===== src/rtl/fnd_pkg.sv =====
// rtl/fnd_pkg.sv - shared FND font table, widths and scan decoder types
package fnd_pkg;

  localparam int VALUE_W = 14;
  localparam int DIGIT_N = 4;
  localparam int BCD_W   = 4;

  // Active-low g..a segments with dp forced high
  localparam logic [7:0] FONT_0     = 8'hC0;
  localparam logic [7:0] FONT_1     = 8'hF9;
  localparam logic [7:0] FONT_2     = 8'hA4;
  localparam logic [7:0] FONT_3     = 8'hB0;
  localparam logic [7:0] FONT_4     = 8'h99;
  localparam logic [7:0] FONT_5     = 8'h92;
  localparam logic [7:0] FONT_6     = 8'h82;
  localparam logic [7:0] FONT_7     = 8'hF8;
  localparam logic [7:0] FONT_8     = 8'h80;
  localparam logic [7:0] FONT_9     = 8'h90;
  localparam logic [7:0] FONT_BLANK = 8'hFF;

  typedef enum logic [2:0] {
    S_IDLE,
    S_SETTLE,
    S_CAPTURE,
    S_HOLD,
    S_COMMIT
  } scan_state_t;

  typedef struct packed {
    logic       single;
    logic [1:0] slot;
  } anode_t;

  function automatic anode_t decode_anode(input logic [DIGIT_N-1:0] d);
    anode_t a;
    a.single = 1'b1;
    a.slot   = 2'd0;
    case (d)
      4'b1110: a.slot = 2'd0;
      4'b1101: a.slot = 2'd1;
      4'b1011: a.slot = 2'd2;
      4'b0111: a.slot = 2'd3;
      default: a.single = 1'b0;
    endcase
    return a;
  endfunction

  function automatic logic [7:0] bcd_to_font(input logic [BCD_W-1:0] bcd);
    case (bcd)
      4'd0:    return FONT_0;
      4'd1:    return FONT_1;
      4'd2:    return FONT_2;
      4'd3:    return FONT_3;
      4'd4:    return FONT_4;
      4'd5:    return FONT_5;
      4'd6:    return FONT_6;
      4'd7:    return FONT_7;
      4'd8:    return FONT_8;
      4'd9:    return FONT_9;
      default: return FONT_BLANK;
    endcase
  endfunction

  function automatic logic [VALUE_W-1:0] bcd_to_value(
    input logic [BCD_W-1:0] d3,
    input logic [BCD_W-1:0] d2,
    input logic [BCD_W-1:0] d1,
    input logic [BCD_W-1:0] d0
  );
    return VALUE_W'(d3) * VALUE_W'(1000) + VALUE_W'(d2) * VALUE_W'(100)
         + VALUE_W'(d1) * VALUE_W'(10) + VALUE_W'(d0);
  endfunction

endpackage


===== src/rtl/fnd_font_to_bcd.sv =====
// rtl/fnd_font_to_bcd.sv - combinational 7-segment font to BCD digit decoder
module fnd_font_to_bcd
  import fnd_pkg::*;
(
  input  logic [7:0]       font,
  output logic [BCD_W-1:0] bcd,
  output logic             valid
);

  // Caller forces dp high, so the full byte is compared against the table
  always_comb begin
    bcd   = '0;
    valid = 1'b1;
    case (font)
      FONT_0:  bcd = 4'd0;
      FONT_1:  bcd = 4'd1;
      FONT_2:  bcd = 4'd2;
      FONT_3:  bcd = 4'd3;
      FONT_4:  bcd = 4'd4;
      FONT_5:  bcd = 4'd5;
      FONT_6:  bcd = 4'd6;
      FONT_7:  bcd = 4'd7;
      FONT_8:  bcd = 4'd8;
      FONT_9:  bcd = 4'd9;
      default: valid = 1'b0;
    endcase
  end

endmodule


===== src/rtl/fnd_scan_decoder.sv =====
// rtl/fnd_scan_decoder.sv - recovers the displayed 4-digit value from FND scan lines
module fnd_scan_decoder
  import fnd_pkg::*;
#(
  parameter int STABLE_CYCLES = 4,
  parameter int BLANK_CYCLES  = 200000
) (
  input  logic               i_clk,
  input  logic               i_reset,
  input  logic [DIGIT_N-1:0] i_FND_Digit,
  input  logic [7:0]         i_FND_Font,
  output logic [VALUE_W-1:0] o_value,
  output logic               o_valid,
  output logic               o_err,
  output logic               o_blank
);

  localparam int SW = $clog2(STABLE_CYCLES + 1);
  localparam int BW = $clog2(BLANK_CYCLES + 1);
  localparam logic [SW-1:0] STABLE_MAX = SW'(STABLE_CYCLES);
  localparam logic [BW-1:0] BLANK_MAX  = BW'(BLANK_CYCLES);
  localparam logic [BW-1:0] BLANK_LAST = BW'(BLANK_CYCLES - 1);

  logic [DIGIT_N-1:0] dig_q, dig_p, cap_dig;
  logic [7:0]         font_q, font_p, cap_font;
  logic [SW-1:0]      stab_cnt;
  logic [BW-1:0]      blank_cnt;
  logic [DIGIT_N-1:0] seen, seen_cap;
  logic [BCD_W-1:0]   digits [DIGIT_N];
  logic [BCD_W-1:0]   cap_bcd;
  logic               cap_ok, changed, all_high, blank_hit;
  anode_t             cur, cap;
  scan_state_t        state, state_n;

  fnd_font_to_bcd u_font_to_bcd (
    .font  (cap_font),
    .bcd   (cap_bcd),
    .valid (cap_ok)
  );

  assign cur       = decode_anode(dig_q);
  assign cap       = decode_anode(cap_dig);
  assign changed   = (dig_q != dig_p) || (font_q != font_p);
  assign all_high  = &dig_q;
  assign blank_hit = all_high && (blank_cnt == BLANK_LAST);
  assign seen_cap  = seen | (DIGIT_N'(1) << cap.slot);

  always_ff @(posedge i_clk or posedge i_reset) begin
    if (i_reset) begin
      state <= S_IDLE;
    end else begin
      state <= state_n;
    end
  end

  always_comb begin
    state_n = state;
    case (state)
      S_IDLE:    if (cur.single) state_n = S_SETTLE;
      S_SETTLE: begin
        if (!cur.single)                              state_n = S_IDLE;
        else if (stab_cnt == STABLE_MAX && !changed)  state_n = S_CAPTURE;
      end
      S_CAPTURE: state_n = (cap_ok && (&seen_cap)) ? S_COMMIT : S_HOLD;
      S_HOLD:    if (dig_q != cap_dig) state_n = cur.single ? S_SETTLE : S_IDLE;
      S_COMMIT:  state_n = S_HOLD;
      default:   state_n = S_IDLE;
    endcase
  end

  // Input stage, glitch filter and blank detection
  always_ff @(posedge i_clk or posedge i_reset) begin
    if (i_reset) begin
      dig_q     <= '1;
      dig_p     <= '1;
      font_q    <= FONT_BLANK;
      font_p    <= FONT_BLANK;
      stab_cnt  <= '0;
      blank_cnt <= '0;
      o_blank   <= 1'b0;
    end else begin
      dig_q  <= i_FND_Digit;
      font_q <= i_FND_Font | 8'h80;
      dig_p  <= dig_q;
      font_p <= font_q;
      if (!cur.single || changed)     stab_cnt <= '0;
      else if (stab_cnt != STABLE_MAX) stab_cnt <= stab_cnt + 1'b1;
      if (!all_high)                  blank_cnt <= '0;
      else if (blank_cnt != BLANK_MAX) blank_cnt <= blank_cnt + 1'b1;
      o_blank <= all_high && (o_blank || blank_hit);
    end
  end

  // Capture, frame assembly and output registers
  always_ff @(posedge i_clk or posedge i_reset) begin
    if (i_reset) begin
      cap_dig  <= '1;
      cap_font <= FONT_BLANK;
      seen     <= '0;
      for (int i = 0; i < DIGIT_N; i++) digits[i] <= '0;
      o_value  <= '0;
      o_valid  <= 1'b0;
      o_err    <= 1'b0;
    end else begin
      o_valid <= 1'b0;
      o_err   <= 1'b0;
      if (state == S_SETTLE && state_n == S_CAPTURE) begin
        cap_dig  <= dig_q;
        cap_font <= font_q;
      end
      case (state)
        S_CAPTURE: begin
          if (cap_ok) begin
            digits[cap.slot] <= cap_bcd;
            seen             <= seen_cap;
          end else begin
            seen  <= '0;
            o_err <= 1'b1;
          end
        end
        S_COMMIT: begin
          o_value <= bcd_to_value(digits[3], digits[2], digits[1], digits[0]);
          o_valid <= 1'b1;
          seen    <= '0;
        end
        default: ;
      endcase
      if (blank_hit) seen <= '0;
    end
  end

endmodule


===== config.mk =====
export PLATFORM = sky130hd
export DESIGN_NAME = fnd_scan_decoder
export DESIGN_NICKNAME = d
export VERILOG_FILES = /design/src/rtl/fnd_pkg.sv /design/src/rtl/fnd_font_to_bcd.sv /design/src/rtl/fnd_scan_decoder.sv
export SDC_FILE = /design/constraint.sdc
export NUM_CORES = 1
export LEC_CHECK = 0
export CAP_MARGIN = 15
export CORE_ASPECT_RATIO = 1.75
export CORE_MARGIN = 2
export CORE_UTILIZATION = 29
export DETAILED_ROUTE_END_ITERATION = 6
export PLACE_DENSITY = 0.57
export SYNTH_ARGS = -nofsm -noshare
export SYNTH_HDL_FRONTEND = slang
export SYNTH_HIERARCHICAL = 1
export SYNTH_SLANG_ARGS = --single-unit

===== constraint.sdc =====
create_clock -name i_clk -period 5.31 [get_ports i_clk]
set_clock_uncertainty 0.2 [all_clocks]
set_input_delay 0.7965 -clock i_clk [delete_from_list [all_inputs] [get_ports i_clk]]
set_output_delay 0.7965 -clock i_clk [all_outputs]
set_load 0.03 [all_outputs]

## Word-level counts from Yosys, hierarchy flattened

Index checks and enable logic that the tools add are counted.

| cells by class | value |
|---|---|
| bitwise operators | 2 |
| multipliers | 3 |
| order comparisons | 2 |
| shifts and indexed selects | 1 |
| multiplexer cells | 24 |
| add/sub/neg operators | 5 |
| reductions and logical operators | 20 |
| equality and inequality tests | 29 |

Operator list:

| cell | count |
|---|---|
| $mux 18 | 2 |
| $pmux 4 s9 | 1 |
| $eq 7x5->1 const B | 3 |
| $eq 7x7->1 const B | 3 |
| $mux 3 | 7 |
| $eq 4x4->1 const B | 5 |
| $add 18x1->18 const B | 1 |
| $eq 18x18->1 const B | 1 |
| $ne 18x18->1 const B | 1 |
| $bwmux 16 | 1 |
| $pmux 3 s5 | 1 |
| $add 14x11->14 | 1 |
| $add 14x4->14 | 1 |
| $add 14x8->14 | 1 |
| $eq 7x6->1 const B | 2 |
| $mux 4 | 3 |
| $mul 4x7->11 const B | 1 |
| $reduce_or 10->1 | 1 |
| $eq 3x2->1 const B | 3 |
| $mul 4x5->9 const B | 1 |
| $demux 4 s2 | 1 |
| $eq 4x3->1 const B | 2 |
| $ne 4x4->1 | 2 |
| $pmux 4 s2 | 1 |
| other kinds (25) | 40 |

| word-level totals | value |
|---|---|
| output and inout bits | 17 |
| flip-flop bits (word level) | 94 |
| word-level logic and storage cells | 104 |

## Logic depth before layout (Yosys ltp)

| depth | value |
|---|---|
| depth in word-level cells | 10 |
| depth in mapped cells | 18 |
| gate-level depth less buffers | 18 |

## Hierarchy

Netlist, hierarchy kept.

Modules (own cells, without submodules):

| module | area each (µm²) | instances | cells an instance |
|---|---|---|---|
| fnd_scan_decoder | 5514.0 | 1 | 513 |
| fnd_font_to_bcd | 201.4 | 1 | 27 |

## Worst setup path after synthesis

OpenSTA, ideal clock, no wires.

| timing | value |
|---|---|
| path kind | reg-to-reg |
| start | reg digits[2] in the netlist's numbering |
| end | reg o_value[13] |
| arrival time | 4.656 ns |
| path slack | 0.371 ns |
| cell stages (with the launch flop) | 18 |
| setup time | 0.083 ns |
| cell sequence | dfrtp_1 fa_1 inv_1 fa_1 inv_1 ha_1 nor2b_1 o21ai_0 nand2_1 xnor2_1 ha_1 ha_1 ha_1 a21o_1 or4_1 a221oi_1 xnor3_1 o21ai_0 |

| on the way | value |
|---|---|
| longest elaborated chain between the ends | 4 |

RTL lines:

| element | RTL line | source |
|---|---|---|
| start: declaration | fnd_scan_decoder.sv:29 | `logic [BCD_W-1:0] digits [DIGIT_N];` |
| start signal: indexed assignment | fnd_scan_decoder.sv:114 | `digits[cap.slot] <= cap_bcd;` |
| $mul 4x7->11 | fnd_pkg.sv:70 | `return VALUE_W'(d3) * VALUE_W'(1000) + VALUE_W'(d2) * VALUE_W'(100)` |
| $add 14x11->14 | fnd_pkg.sv:70 |  |
| $add 14x8->14 | fnd_pkg.sv:71 | `+ VALUE_W'(d1) * VALUE_W'(10) + VALUE_W'(d0);` |
| $add 14x4->14 | fnd_pkg.sv:71 |  |
| end signal: assignment | fnd_scan_decoder.sv:122 | `o_value <= bcd_to_value(digits[3], digits[2], digits[1], digits[0]);` |
| end: declaration | fnd_scan_decoder.sv:12 | `output logic [VALUE_W-1:0] o_value,` |

No other way between the ends.
A chain may end at the register's enable or synchronous reset.

## Final worst setup path

| timing | value |
|---|---|
| start | reg digits[1] in the netlist's numbering |
| end | reg o_value[13] |

Same word-level chain as after synthesis.

==> results.sh <==
export IMPL_finalCriticalPeriod_ns=5.02
export IMPL_whs_path_depth=0
export IMPL_clockBufferDepth=2
export IMPL_grt_overflow=0
export IMPL_crit_path_start_kind="register"
export IMPL_clk_latency_ns=0.34
export IMPL_path_clk_slew_ns=0.07
export IMPL_cts_sinks=94
export IMPL_die_area_um2=20900
export IMPL_vias=3921
export IMPL_arrival_ns=5.09
export IMPL_die_h_um=190
export IMPL_postSynthCellCount=540
export IMPL_cpPeakStageDelay_ns=0.61
export IMPL_async_flop_share_pct=100
export IMPL_report_final_slew_viol_count=0
export IMPL_grt_antenna_before_repair=0
export IMPL_io_pins=31
export IMPL_synth_ff_type="dfrtp_1"
export IMPL_tightest_slew_ns=0.923
export IMPL_min_to="font_p[0]"
export IMPL_setup_viol_count_final=0
export IMPL_critical_path_class="register to register"
export IMPL_slowest_stage="fa_1"
export IMPL_rsz0062_at_grt="false"
export IMPL_synth_seq_cells=94
export IMPL_coreArea_um2=19600
export IMPL_grt_max_degree=63
export IMPL_end_kind="register"
export IMPL_dp_final_hpwl_um=8470
export IMPL_post_cts_setup_buffers=0
export IMPL_slew_headroom_pct=37.5
export IMPL_crit_required_ns=5.38
export IMPL_synth_largest_area_cell="dfrtp_1"
export IMPL_max_vdd_ir_drop_v=0.000163
export IMPL_cts_root_buf="clkbuf_16"
export IMPL_routed_wl_um=11100
export IMPL_dieWidth_um=110
export IMPL_routed_via_density=4.77
export IMPL_netlist_area_leader_share_pct=26.7
export IMPL_whs_ns=0.182
export IMPL_synth_area_leaders="dfrtp_1, dfstp_2, ha_1"
export IMPL_first_pass_iters=5
export IMPL_r2r_slack_ns=0.29
export IMPL_antenna_cells=0
export IMPL_yosysWarnings=6
export IMPL_grt_pass1_vias=4023
export IMPL_synth_avg_cell_area_um2=10.6
export IMPL_maxCapViolations=0
export IMPL_ant_nets=0
export IMPL_area_growth_pct=15.6
export IMPL_power_density_nw_per_um2=222
export IMPL_setup_tns_ns=0
export IMPL_cp_max_fo=4
export IMPL_grt_first_pass_wirelength_um=18500
export IMPL_cts_tree="built"
export IMPL_hp_class="register to register"
export IMPL_fmax_mhz=199
export IMPL_initial_utilization_pct=29.2
export IMPL_synth_seq_area_share_pct=41.9
export IMPL_hold_buffers=0
export IMPL_syn_cell_area_um2=5720
export IMPL_fin_crit_sh_pct=94.5
export IMPL_outcome="completed"
export IMPL_synth_enable_flop_cells=0
export IMPL_drc=0
export IMPL_drtIter0Drc=115
export IMPL_portBuffers=29
export IMPL_crit_top_cell="ha_1"
export IMPL_p_leak_nw=2.99
export IMPL_synth_cell_types=60
export IMPL_cp_cell_sequence="fa_1 -> inv_1 -> fa_1 -> inv_1 -> ha_1 -> nor2b_1 -> o21ai_1 -> nand2_1 -> xnor2_1 -> ha_1 -> ha_1 -> ha_1 -> a21o_1 -> or4_1 -> a221oi_2 -> xnor3_1 -> o21ai_0"
export IMPL_r2r_end="o_value[13]"
export IMPL_htreeDepth=3
export IMPL_finalHoldViolations=0
export IMPL_rows=68
export IMPL_drive_gt1_share_pct=14.7
export IMPL_wire_per_inst_um=13.5
export IMPL_worstRegToRegCells=17
export IMPL_gr_usage_all_layers_pct=11.2
export IMPL_fin_nets=657
export IMPL_ctsResizeCount=0
export IMPL_p_total_mw=1.46
export IMPL_cts_buffers=9
export IMPL_gp_congestion=0.842
export IMPL_r2r_start="digits[1]"
export IMPL_holdCritStartpoint="font_q[0]"
[cell type report]
class                           count  area (um^2)
Sequential cell                    94         2390
Fill cell                        2027        13000
Clock inverter                      7         80.1
Multi-Input combinational cell    385         3070
Timing Repair Buffer               36          355
Tap cell                          245          307
Inverter                           46          174
Clock buffer                        9          225
[cells in the mapped netlist, types with 11 or more instances]
library cell / instances
inv_1: 45
nor2_1: 40
clkbuf_1: 11
dfrtp_1: 61
xnor2_1: 19
nand3_1: 13
mux2_2: 14
xor2_1: 28
o21ai_0: 24
dfstp_2: 33
fa_1: 17
ha_1: 54
nand2_1: 47
a21oi_1: 24
[where the power goes]
group / total [mW] / leakage, nW / internal [mW] / switching (mW)
combinational: 0.0486 / 1.67 / 0.0207 / 0.0278
sequential: 0.744 / 1.17 / 0.734 / 0.0105
clock: 0.672 / 0.154 / 0.374 / 0.298
total: 1.46 / 2.99 / 1.13 / 0.336
[placed cells by master (no fill, tap or decap), types with 6 or more instances in the layout]
| cell | Yosys | layout |
|---|---|---|
| clkbuf_16 | 0 | 9 |
| dfrtp_1 | 61 | 61 |
| xnor2_1 | 19 | 19 |
| a21oi_1 | 24 | 24 |
| nand2b_1 | 7 | 7 |
| fa_1 | 17 | 17 |
| nand4_1 | 8 | 8 |
| nor3_1 | 9 | 9 |
| mux2_2 | 14 | 14 |
| clkdlybuf4s50_1 | 0 | 29 |
| ha_1 | 54 | 54 |
| buf_4 | 0 | 6 |
| xor2_1 | 28 | 28 |
| o21ai_0 | 24 | 23 |
| inv_1 | 45 | 44 |
| and3_1 | 6 | 6 |
| mux2_4 | 9 | 9 |
| nand3_1 | 13 | 13 |
| nor2_1 | 40 | 40 |
| nand2_1 | 47 | 47 |
| dfstp_2 | 33 | 33 |
[registers in the layout, summed over array words and instances (netlist names)]
signal     flops
font_q         7
o_valid        1
cap_dig        4
cap_font       7
state          3
dig_q          4
stab_cnt       3
o_value       14
o_err          1
font_p         7
dig_p          4
blank_cnt     18
o_blank        1
digits        16
seen           4
[stage by stage]
stage / std cells / setup slack, ns / utilization [%] / instance area, um^2
2_1_floorplan: 542 / 0.371 / - / 5720
3_3_place_gp: 805 / 0.153 / 32.1 / 6280
3_5_place_dp: 805 / 0.169 / 32.1 / 6280
4_1_cts: 821 / 0.108 / 33.6 / 6580
5_1_grt: 822 / 0.0393 / 33.8 / 6610
6_report: 822 / 0.292 / 33.8 / 6610
[critical path: cells and delay by family, from the launching register on]
| family | cells | cell delay, ns |
|---|---|---|
| AO/OA/AOI/OAI | 4 | 0.75 |
| AND/OR/NAND/NOR | 3 | 0.71 |
| flip-flops | 1 | 0.40 |
| adder cells (fa/ha/maj) | 6 | 2.36 |
| XOR/XNOR | 2 | 0.37 |
| buffers and inverters | 2 | 0.15 |
[metal layers]
layer / wire [um] / track usage (%)
met1: 4330 / 11.9
met2: 6150 / 20.9
met3: 300 / 1.85
met4: 278 / 4.95
met5: 0 / 0
[how the worst max path moves through the flow]
stage,to,start,depth (start not counted)
floorplan,o_value[13],digits[2],17
global placement,o_value[13],digits[1],17
detailed placement,o_value[13],digits[1],17
CTS,o_value[13],digits[1],17
global route,o_value[13],digits[1],17
finish,o_value[13],digits[1],17
[cells by family after synthesis]
family / share of synthesized area [%]
adder cells (fa/ha/maj): 17.8
buffers and inverters: 4.60
multiplexers: 5.82
XOR/XNOR: 7.60
AND/OR/NAND/NOR: 14.2
AO/OA/AOI/OAI: 8.06
flip-flops: 41.9
other: 0.0656
No activity file was read; power rests on OpenSTA's default activity.
